--- src/rtl/uart_rx_pkg.sv ---
// Shared UART definitions: register map, line levels, RX state encoding and
// oversampling constants. Used by uart_rx (optional parity via UART_RX_PARITY_EN).
package uart_rx_pkg;

  localparam logic [7:0] TX_DATA_ADDR  = 8'h00;
  localparam logic [7:0] RX_DATA_ADDR  = 8'h01;
  localparam logic [7:0] FREQ_DIV_ADDR = 8'h02;

  localparam logic HIGH = 1'b1;
  localparam logic LOW  = 1'b0;

  localparam int         OVERSAMPLE = 16;
  localparam logic [3:0] MID_SAMPLE = 4'd7;
  localparam logic [3:0] OS_LAST    = 4'(OVERSAMPLE - 1);

  typedef enum logic [2:0] {
    IDLE      = 3'd0,
    START     = 3'd1,
    DATA      = 3'd2,
    PARITY    = 3'd3,
    STOP      = 3'd4,
    WAIT_HIGH = 3'd5
  } rx_state_t;

endpackage

--- src/rtl/uart_baud_tick.sv ---
// Oversample tick generator: counts 0..latched divider and pulses o_tick on wrap.
// i_clr realigns the phase, i_load latches a new divider; shared with the TX path.
module uart_baud_tick #(
  parameter int DIV_WIDTH = 8
) (
  input  logic                 clk,
  input  logic                 reset,
  input  logic                 i_clr,
  input  logic                 i_load,
  input  logic [DIV_WIDTH-1:0] i_div,
  output logic                 o_tick
);

  logic [DIV_WIDTH-1:0] r_cnt;
  logic [DIV_WIDTH-1:0] r_div_lat;

  assign o_tick = (r_cnt == r_div_lat);

  always_ff @(posedge clk or negedge reset) begin
    if (!reset) begin
      r_cnt     <= '0;
      r_div_lat <= '0;
    end else begin
      if (i_load) r_div_lat <= i_div;
      if (i_clr || o_tick) r_cnt <= '0;
      else                 r_cnt <= r_cnt + 1'b1;
    end
  end

endmodule

--- src/rtl/uart_rx.sv ---
// UART receive engine, 16x oversampled, LSB first, one stop bit.
// Define UART_RX_PARITY_EN to add a parity bit (rx_parity_odd / rx_parity_err).
module uart_rx
  import uart_rx_pkg::*;
#(
  parameter int DATA_BITS = 8,
  parameter int DIV_WIDTH = 8
) (
  input  logic                 clk,
  input  logic                 reset,
  input  logic                 rx_bit,
  input  logic [DIV_WIDTH-1:0] freq_divider,
`ifdef UART_RX_PARITY_EN
  input  logic                 rx_parity_odd,
  output logic                 rx_parity_err,
`endif
  output logic [DATA_BITS-1:0] rx_data,
  output logic                 rx_valid,
  output logic                 rx_frame_err,
  output logic                 rx_busy
);

  localparam int IDX_W = (DATA_BITS > 1) ? $clog2(DATA_BITS) : 1;
  localparam logic [IDX_W-1:0] BIT_LAST = IDX_W'(DATA_BITS - 1);

  logic                 r_sync1;
  logic                 r_rx_s;
  rx_state_t            r_state;
  logic [3:0]           r_os_cnt;
  logic [IDX_W-1:0]     r_bit_idx;
  logic [DATA_BITS-1:0] r_shift;
  logic [DATA_BITS-1:0] r_data;
  logic                 r_valid;
  logic                 r_frame_err;
  logic                 r_busy;
  logic                 w_start;
  logic                 w_tick;

`ifdef UART_RX_PARITY_EN
  logic r_par_bit;
  logic r_parity_err;

  function automatic logic f_parity_bad(input logic [DATA_BITS-1:0] d,
                                        input logic p, input logic odd);
    return (^d) ^ p ^ odd;
  endfunction

  assign rx_parity_err = r_parity_err;
`endif

  assign rx_data      = r_data;
  assign rx_valid     = r_valid;
  assign rx_frame_err = r_frame_err;
  assign rx_busy      = r_busy;

  assign w_start = (r_state == IDLE) && (r_rx_s == LOW);

  uart_baud_tick #(.DIV_WIDTH(DIV_WIDTH)) u_tick (
    .clk    (clk),
    .reset  (reset),
    .i_clr  (w_start),
    .i_load (w_start),
    .i_div  (freq_divider),
    .o_tick (w_tick)
  );

  always_ff @(posedge clk or negedge reset) begin
    if (!reset) begin
      r_sync1 <= HIGH;
      r_rx_s  <= HIGH;
    end else begin
      r_sync1 <= rx_bit;
      r_rx_s  <= r_sync1;
    end
  end

  always_ff @(posedge clk or negedge reset) begin
    if (!reset) begin
      r_state     <= IDLE;
      r_os_cnt    <= '0;
      r_bit_idx   <= '0;
      r_shift     <= '0;
      r_data      <= '0;
      r_valid     <= 1'b0;
      r_frame_err <= 1'b0;
      r_busy      <= 1'b0;
`ifdef UART_RX_PARITY_EN
      r_par_bit    <= 1'b0;
      r_parity_err <= 1'b0;
`endif
    end else begin
      r_valid     <= 1'b0;
      r_frame_err <= 1'b0;
`ifdef UART_RX_PARITY_EN
      r_parity_err <= 1'b0;
`endif
      if (w_tick) r_os_cnt <= r_os_cnt + 4'd1;
      case (r_state)
        IDLE: begin
          if (r_rx_s == LOW) begin
            r_os_cnt <= '0;
            r_busy   <= 1'b1;
            r_state  <= START;
          end
        end
        START: begin
          // Mid start bit: a high line here was only a glitch.
          if (w_tick && r_os_cnt == MID_SAMPLE) begin
            if (r_rx_s == HIGH) begin
              r_busy  <= 1'b0;
              r_state <= IDLE;
            end else begin
              r_os_cnt  <= '0;
              r_bit_idx <= '0;
              r_state   <= DATA;
            end
          end
        end
        DATA: begin
          if (w_tick && r_os_cnt == OS_LAST) begin
            r_shift <= {r_rx_s, r_shift[DATA_BITS-1:1]};
            if (r_bit_idx == BIT_LAST) begin
`ifdef UART_RX_PARITY_EN
              r_state <= PARITY;
`else
              r_state <= STOP;
`endif
            end else begin
              r_bit_idx <= r_bit_idx + 1'b1;
            end
          end
        end
`ifdef UART_RX_PARITY_EN
        PARITY: begin
          if (w_tick && r_os_cnt == OS_LAST) begin
            r_par_bit <= r_rx_s;
            r_state   <= STOP;
          end
        end
`endif
        STOP: begin
          if (w_tick && r_os_cnt == OS_LAST) begin
            if (r_rx_s == HIGH) begin
`ifdef UART_RX_PARITY_EN
              if (f_parity_bad(r_shift, r_par_bit, rx_parity_odd)) begin
                r_parity_err <= 1'b1;
              end else begin
                r_data  <= r_shift;
                r_valid <= 1'b1;
              end
`else
              r_data  <= r_shift;
              r_valid <= 1'b1;
`endif
              r_busy  <= 1'b0;
              r_state <= IDLE;
            end else begin
              r_frame_err <= 1'b1;
              r_state     <= WAIT_HIGH;
            end
          end
        end
        WAIT_HIGH: begin
          if (r_rx_s == HIGH) begin
            r_busy  <= 1'b0;
            r_state <= IDLE;
          end
        end
        default: begin
          r_busy  <= 1'b0;
          r_state <= IDLE;
        end
      endcase
    end
  end

endmodule

--- config.mk ---
export PLATFORM = sky130hd
export DESIGN_NAME = uart_rx
export DESIGN_NICKNAME = d
export VERILOG_FILES = /design/src/rtl/uart_rx_pkg.sv /design/src/rtl/uart_baud_tick.sv /design/src/rtl/uart_rx.sv
export SDC_FILE = /design/constraint.sdc
export NUM_CORES = 1
export LEC_CHECK = 0
export CAP_MARGIN = 20
export CORE_MARGIN = 2
export CORE_UTILIZATION = 55
export DETAILED_ROUTE_END_ITERATION = 10
export PLACE_DENSITY_LB_ADDON = 0.08
export SLEW_MARGIN = 20
export SYNTH_ARGS = -nofsm -noshare
export SYNTH_HDL_FRONTEND = slang
export SYNTH_SLANG_ARGS = --single-unit
--- constraint.sdc ---
create_clock -name clk -period 1.9 [get_ports clk]
set_input_delay 0.38 -clock clk [delete_from_list [all_inputs] [get_ports clk]]
set_output_delay 0.38 -clock clk [all_outputs]
set_load 0.02 [all_outputs]
**After elaboration in Yosys (flattened, before gate mapping)**

Index checks and enable logic that the tools add are counted.

- Output and inout bits: 11
- Flip-flop bits (word level): 47
- Logic and storage cells: 74
- Input bits: 11

- Muxes and demuxes: 30
- Equality and inequality tests: 16
- Bitwise gates (word level): 2
- Add/subtract/negate cells: 3
- Reduce and logical (&&, ||, !) cells: 11

Operators with widths:

| operator | number |
|---|---|
| 2-to-1 mux 3 bit | 11 |
| inequality test 2 bit (second input constant) | 8 |
| case mux 3 bit (5 select lines) | 1 |
| 2-to-1 mux 4 bit | 3 |
| 2-to-1 mux 1 bit | 10 |
| == test 3 bit (second input constant) | 3 |
| adder 8 x 1 -> 8 bit (second input constant) | 1 |
| == test 8 bit | 1 |
| 2-to-1 mux 8 bit | 1 |
| case mux 4 bit (2 select lines) | 1 |
| case mux 3 bit (2 select lines) | 1 |
| AND reduction 6 bit | 1 |
| case mux 1 bit (5 select lines) | 1 |
| AND reduction 5 bit | 1 |
| adder 4 x 1 -> 4 bit (second input constant) | 1 |
| == test 4 x 3 -> 1 bit (second input constant) | 1 |
| == test 4 bit (second input constant) | 1 |
| AND reduction 4 bit | 1 |
| adder 3 x 1 -> 3 bit (second input constant) | 1 |
| == test 3 x 1 -> 1 bit (second input constant) | 1 |
| == test 3 x 2 -> 1 bit (second input constant) | 1 |
| logical AND 1 bit | 3 |
| logical NOT 3 bit | 1 |
| AND reduction 3 bit | 1 |
| other kinds (5) | 6 |

**Logic depth before layout (Yosys ltp)**

- Depth after elaboration: 5
- Depth in mapped cells: 7

**Cells and area by module**

From an unflattened synthesis, not the netlist that was laid out.

- Cells, all modules: 166
- Area, all modules: 2,175.8 sq um

Modules (own cells, without submodules):

| module | area each (sq um) | instances | cells an instance | sequential area each (sq um) |
|---|---|---|---|---|
| uart_rx | 1,373.8 | 1 | 103 | 778.2 |
| uart_baud_tick | 802.0 | 1 | 63 | 400.4 |

**Worst setup path before layout**

OpenSTA, ideal clock, no wires.

- Kind: register to register
- Start: reg u_tick.r_cnt[0]
- End: reg r_shift[0]
- Arrival: 1.599 ns
- Path buffers: 1
- Setup time: 0.125 ns
- Setup slack: 0.176 ns
- Clock period less this slack: 1.724 ns
- Cell stages (with the launch flop): 7
- Cells stage by stage: dfrtp_1 > xnor2_1 > nand4_4 > nor2_4 > and4_1 > buf_6 > mux2_4

- Cells in the longest elaborated chain, start to end: 3

RTL lines:

| item | RTL line | source |
|---|---|---|
| start, declared | uart_baud_tick.sv:14 | `logic [DIV_WIDTH-1:0] r_cnt;` |
| start signal, assigned | uart_baud_tick.sv:26 | `else r_cnt <= r_cnt + 1'b1;` |
| == test 8 bit | uart_baud_tick.sv:17 | `assign o_tick = (r_cnt == r_div_lat);` |
| logical AND 1 bit | uart_rx.sv:120 | `if (w_tick && r_os_cnt == OS_LAST) begin` |
| AND reduction 2 bit (no line) | -- |  |
| end signal, assigned | uart_rx.sv:121 | `r_shift <= {r_rx_s, r_shift[DATA_BITS-1:1]};` |
| end, declared | uart_rx.sv:31 | `logic [DATA_BITS-1:0] r_shift;` |

Every way passes these cells.
A chain may end at the register's enable or synchronous reset.

**Final worst setup path**

- Start: reg u_tick.r_cnt[4]
- End: reg r_shift[5]

The elaborated chain is that of the path after synthesis.

==> summary.txt <==
Flow run
  • Max Cap Violations: 0

Critical path
  • Startpoint Class: register
  • Crit path largest cell delay: 0.43 ns
  • Setup CP Type: reg -> reg
  • Kind of cell adding the most delay to the critical path: simple AND/OR/NAND/NOR gates
  • Req. time, crit path: 2.09 ns
  • Buf/Inv on CP: 1
  • Crit path cell chain: xnor2_1 -> nand2_2 -> nor2_4 -> and4_1 -> buf_12 -> mux2_4
  • Critical path peak fanout: 8
  • Crit path max-delay cell type: dfrtp_1
  • Setup crit end kind: register
  • CP arrival: 1.99 ns

Clock tree
  • CTS Hold Buffers Added: 0
  • Maximum clock insertion buffer count: 2
  • Clk sinks: 47
  • H-tree Lvls: 2
  • Worst-path clk slew: 0.09 ns
  • Clock Latency Late Sink: roughly 0.3 ns
  • CTS buffer count: 5
  • CTS tree: yes
  • Root Buffer: clkbuf_8

STA
  • Fin. Hold Viols: 0
  • RSZ-0062 raised after global routing: no
  • Crit path time final: 1.792 ns
  • Period utilisation layout: between 90% and 100%
  • Clk_skew: around 0.0075 ns
  • Normalized max-slew margin: 64.41%
  • Finish-stage setup viols: 0
  • Worst-Margin Slew: between 0.5 and 0.6 ns
  • FMAX: 0.5581 GHz
  • WHS: 0.04645 ns
  • Slew Limit Fails: 0

Logic synthesis
  • Cell area after synthesis: 2221 sq um
  • Top cells by count, synth: dfrtp_1, nor2_1, xnor2_1
  • Share of the synthesized area in the top cell type: 50.70%
  • Syn nets: roughly 200
  • Number of synthesized flops with an enable pin: 0
  • Number of synthesized register bits: 47
  • Largest area contributor in the netlist: dfrtp_1
  • Area contributors post-synth: dfrtp_1, mux2_4, xnor2_1
  • Syn. warnings: 0
  • Ys async rst share: 100.0%
  • Synth cell types: 49
  • Average size of a mapped cell: 12.34 sq um
  • Synth Flop Type: dfrtp_1
  • Seq/Total Area, Yosys: 53.07%
  • Syn Inst Count: 180
  • Count leader, synth: dfrtp_1

Placed design
  • Final GP Congestion: a little over 0.8
  • # port buffers: 21
  • Placed cell count: roughly 250
  • DP Area: between 2000 and 3000 sq um
  • HPWL after DPL: about 2800 microns

Global routing
  • GRT Overall Usage: 19.63%
  • Initial antenna violation count: 0
  • GRT overflow: 0
  • First-pass GRT wire length: 6465 microns
  • Largest net degree at the start of global routing: 26
  • Vias in the first global route: about 1,400

Routing
  • Vias: 1,412
  • Routed Antenna Nets: 0
  • Post-route DRC: 0
  • Via density: 5.473
  • WL final: 3713 microns
  • Initial DRC Count: 52
  • Routed length per instance: 14.39 microns
  • DRT Pass-1 Iters: 4

Die
  • Initial Utilization: 56.33%
  • Total core area: 3943 sq um
  • Die W: 67.55 microns
  • Die Y-Extent: a little under 70 microns
  • I/O Pins: 22
  • Die footprint: between 4000 and 5000 sq um
  • Row Count: 23

Power
  • Comb power frac: 19.4%
  • Sequential share of power: 54.3%
  • Pwr Total: 2.290 mW
  • Switching pwr: between 0.6 and 0.7 mW
  • Leakage: 1.181 nW
  • Cell Pwr Density: around 870 nW/um^2
  • Switching share of power: between 30 and 40%
  • Clock power frac: between 20% and 30%
  • Internal: 1.595 mW
  • Max IR drop VDD: between 0.5 and 0.6 mV

Finish
  • Fraction of final layout cells with drive strength greater than 1: 24.04%
  • Fin cells: 258
  • Ant diodes: 0
  • Final core occ: 67.09%
  • Final Cell Area: 2645 sq um
  • Layout area overhead: 19.10%
  • Final net count: 222

Hold path
  • HP Class: in -> async

Run status
  • Status: finished, final reports clean
## final cells by class
class | count | area (sq um)
clock buffers | 5 | 68.82
clock inverters | 3 | 23.77
fillers | 281 | 1297
inverters | 3 | 11.26
multi-input cells | 122 | 1017
flip-flops and latches | 47 | 1179
well taps | 50 | 62.56
repair buffers | 28 | 282.8
## metrics by stage
| step | setup TNS, ns | setup WS (ns) |
|---|---|---|
| after global placement | 0 | 0.02754 |
| after global routing | 0 | 0.001399 |
| after floorplan | 0 | 0.1759 |
| after detailed placement | -0.0001346 | -0.0001346 |
| after CTS | 0 | 0.02323 |
| final | 0 | 0.1081 |
## logic make-up (layout without fill, tap and decap cells)
logic type / after synthesis / after routing / synth area share, %
and+or+nand+nor: 60 / 60 / 15.94
DFF: 47 / 47 / 53.07
muxes: 26 / 26 / 14.48
AOI/OAI and AO/OA: 17 / 17 / 5.409
xor gates and xnor gates: 15 / 15 / 6.254
buffers and inverters: 11 / 39 / 2.592
adders and majority gates: 4 / 4 / 2.254
## registers in the layout, indices dropped and copies added (netlist names)
name	flops
r_bit_idx	3
rx_data	8
r_shift	8
u_tick.r_div_lat	8
r_rx_s	1
u_tick.r_cnt	8
r_os_cnt	4
rx_frame_err	1
r_sync1	1
rx_valid	1
r_state	3
rx_busy	1
## worst reg2reg max path, stage by stage (launching register included)
cell and delay [ns]:
dfrtp_1 0.43, xnor2_1 0.28, nand2_2 0.16, nor2_4 0.14
and4_1 0.25, buf_12 0.14, mux2_4 0.30
## final timing paths
kind	cells after the start	to	slack, ns	start
max in group asynchronous	2	r_sync1$_DFF_PN1_	1.26	reset
worst max register to register	6	r_shift[5]$_DFFE_PN0P_	0.11	u_tick.r_cnt[4]$_DFF_PN0_
min in group clk	0	r_rx_s$_DFF_PN1_	0.36	r_sync1$_DFF_PN1_
worst min register to register	0	r_rx_s$_DFF_PN1_	0.36	r_sync1$_DFF_PN1_
worst max-delay path	6	r_shift[5]$_DFFE_PN0P_	0.11	u_tick.r_cnt[4]$_DFF_PN0_
worst min-delay path	1	r_shift[5]$_DFFE_PN0P_	0.05	reset
## power by group through the flow
stage                     sequential, mW  combinational (mW)  clock (mW)
final                               1.24               0.445       0.601
after global routing                1.27               0.496       0.674
after CTS                           1.23               0.419       0.625
after detailed placement            1.25               0.411           0
after global placement              1.24               0.386           0
after floorplan                     1.22               0.312           0
## layer usage
metal	track usage (%)	wire, microns	up-vias
met3	5.333	149	7
met4	9.439	73	0
met1	24.64	1643	688
met5	0	0	-
met2	31.37	1847	37
li1	-	-	680
## layout by cell type (no fill, tap or decap), types with 5 or more instances in the layout
cell and n:
clkbuf_8 5, mux2_1 8, buf_4 5, and3_1 5, xnor2_1 9, mux2_4 8, nand2_1 7, clkdlybuf4s50_1 20
dfrtp_1 45, nor2_1 18, mux2_2 9
## repair_timing
action                                  4_1_cts  5_1_grt
buffers inserted                              0        2
gates cloned                                  0        0
endpoints found under the setup margin        1       18
gates resized for setup                       1        5
pin swaps                                     0        1
Note: power is estimated with default switching activity, not from simulation.
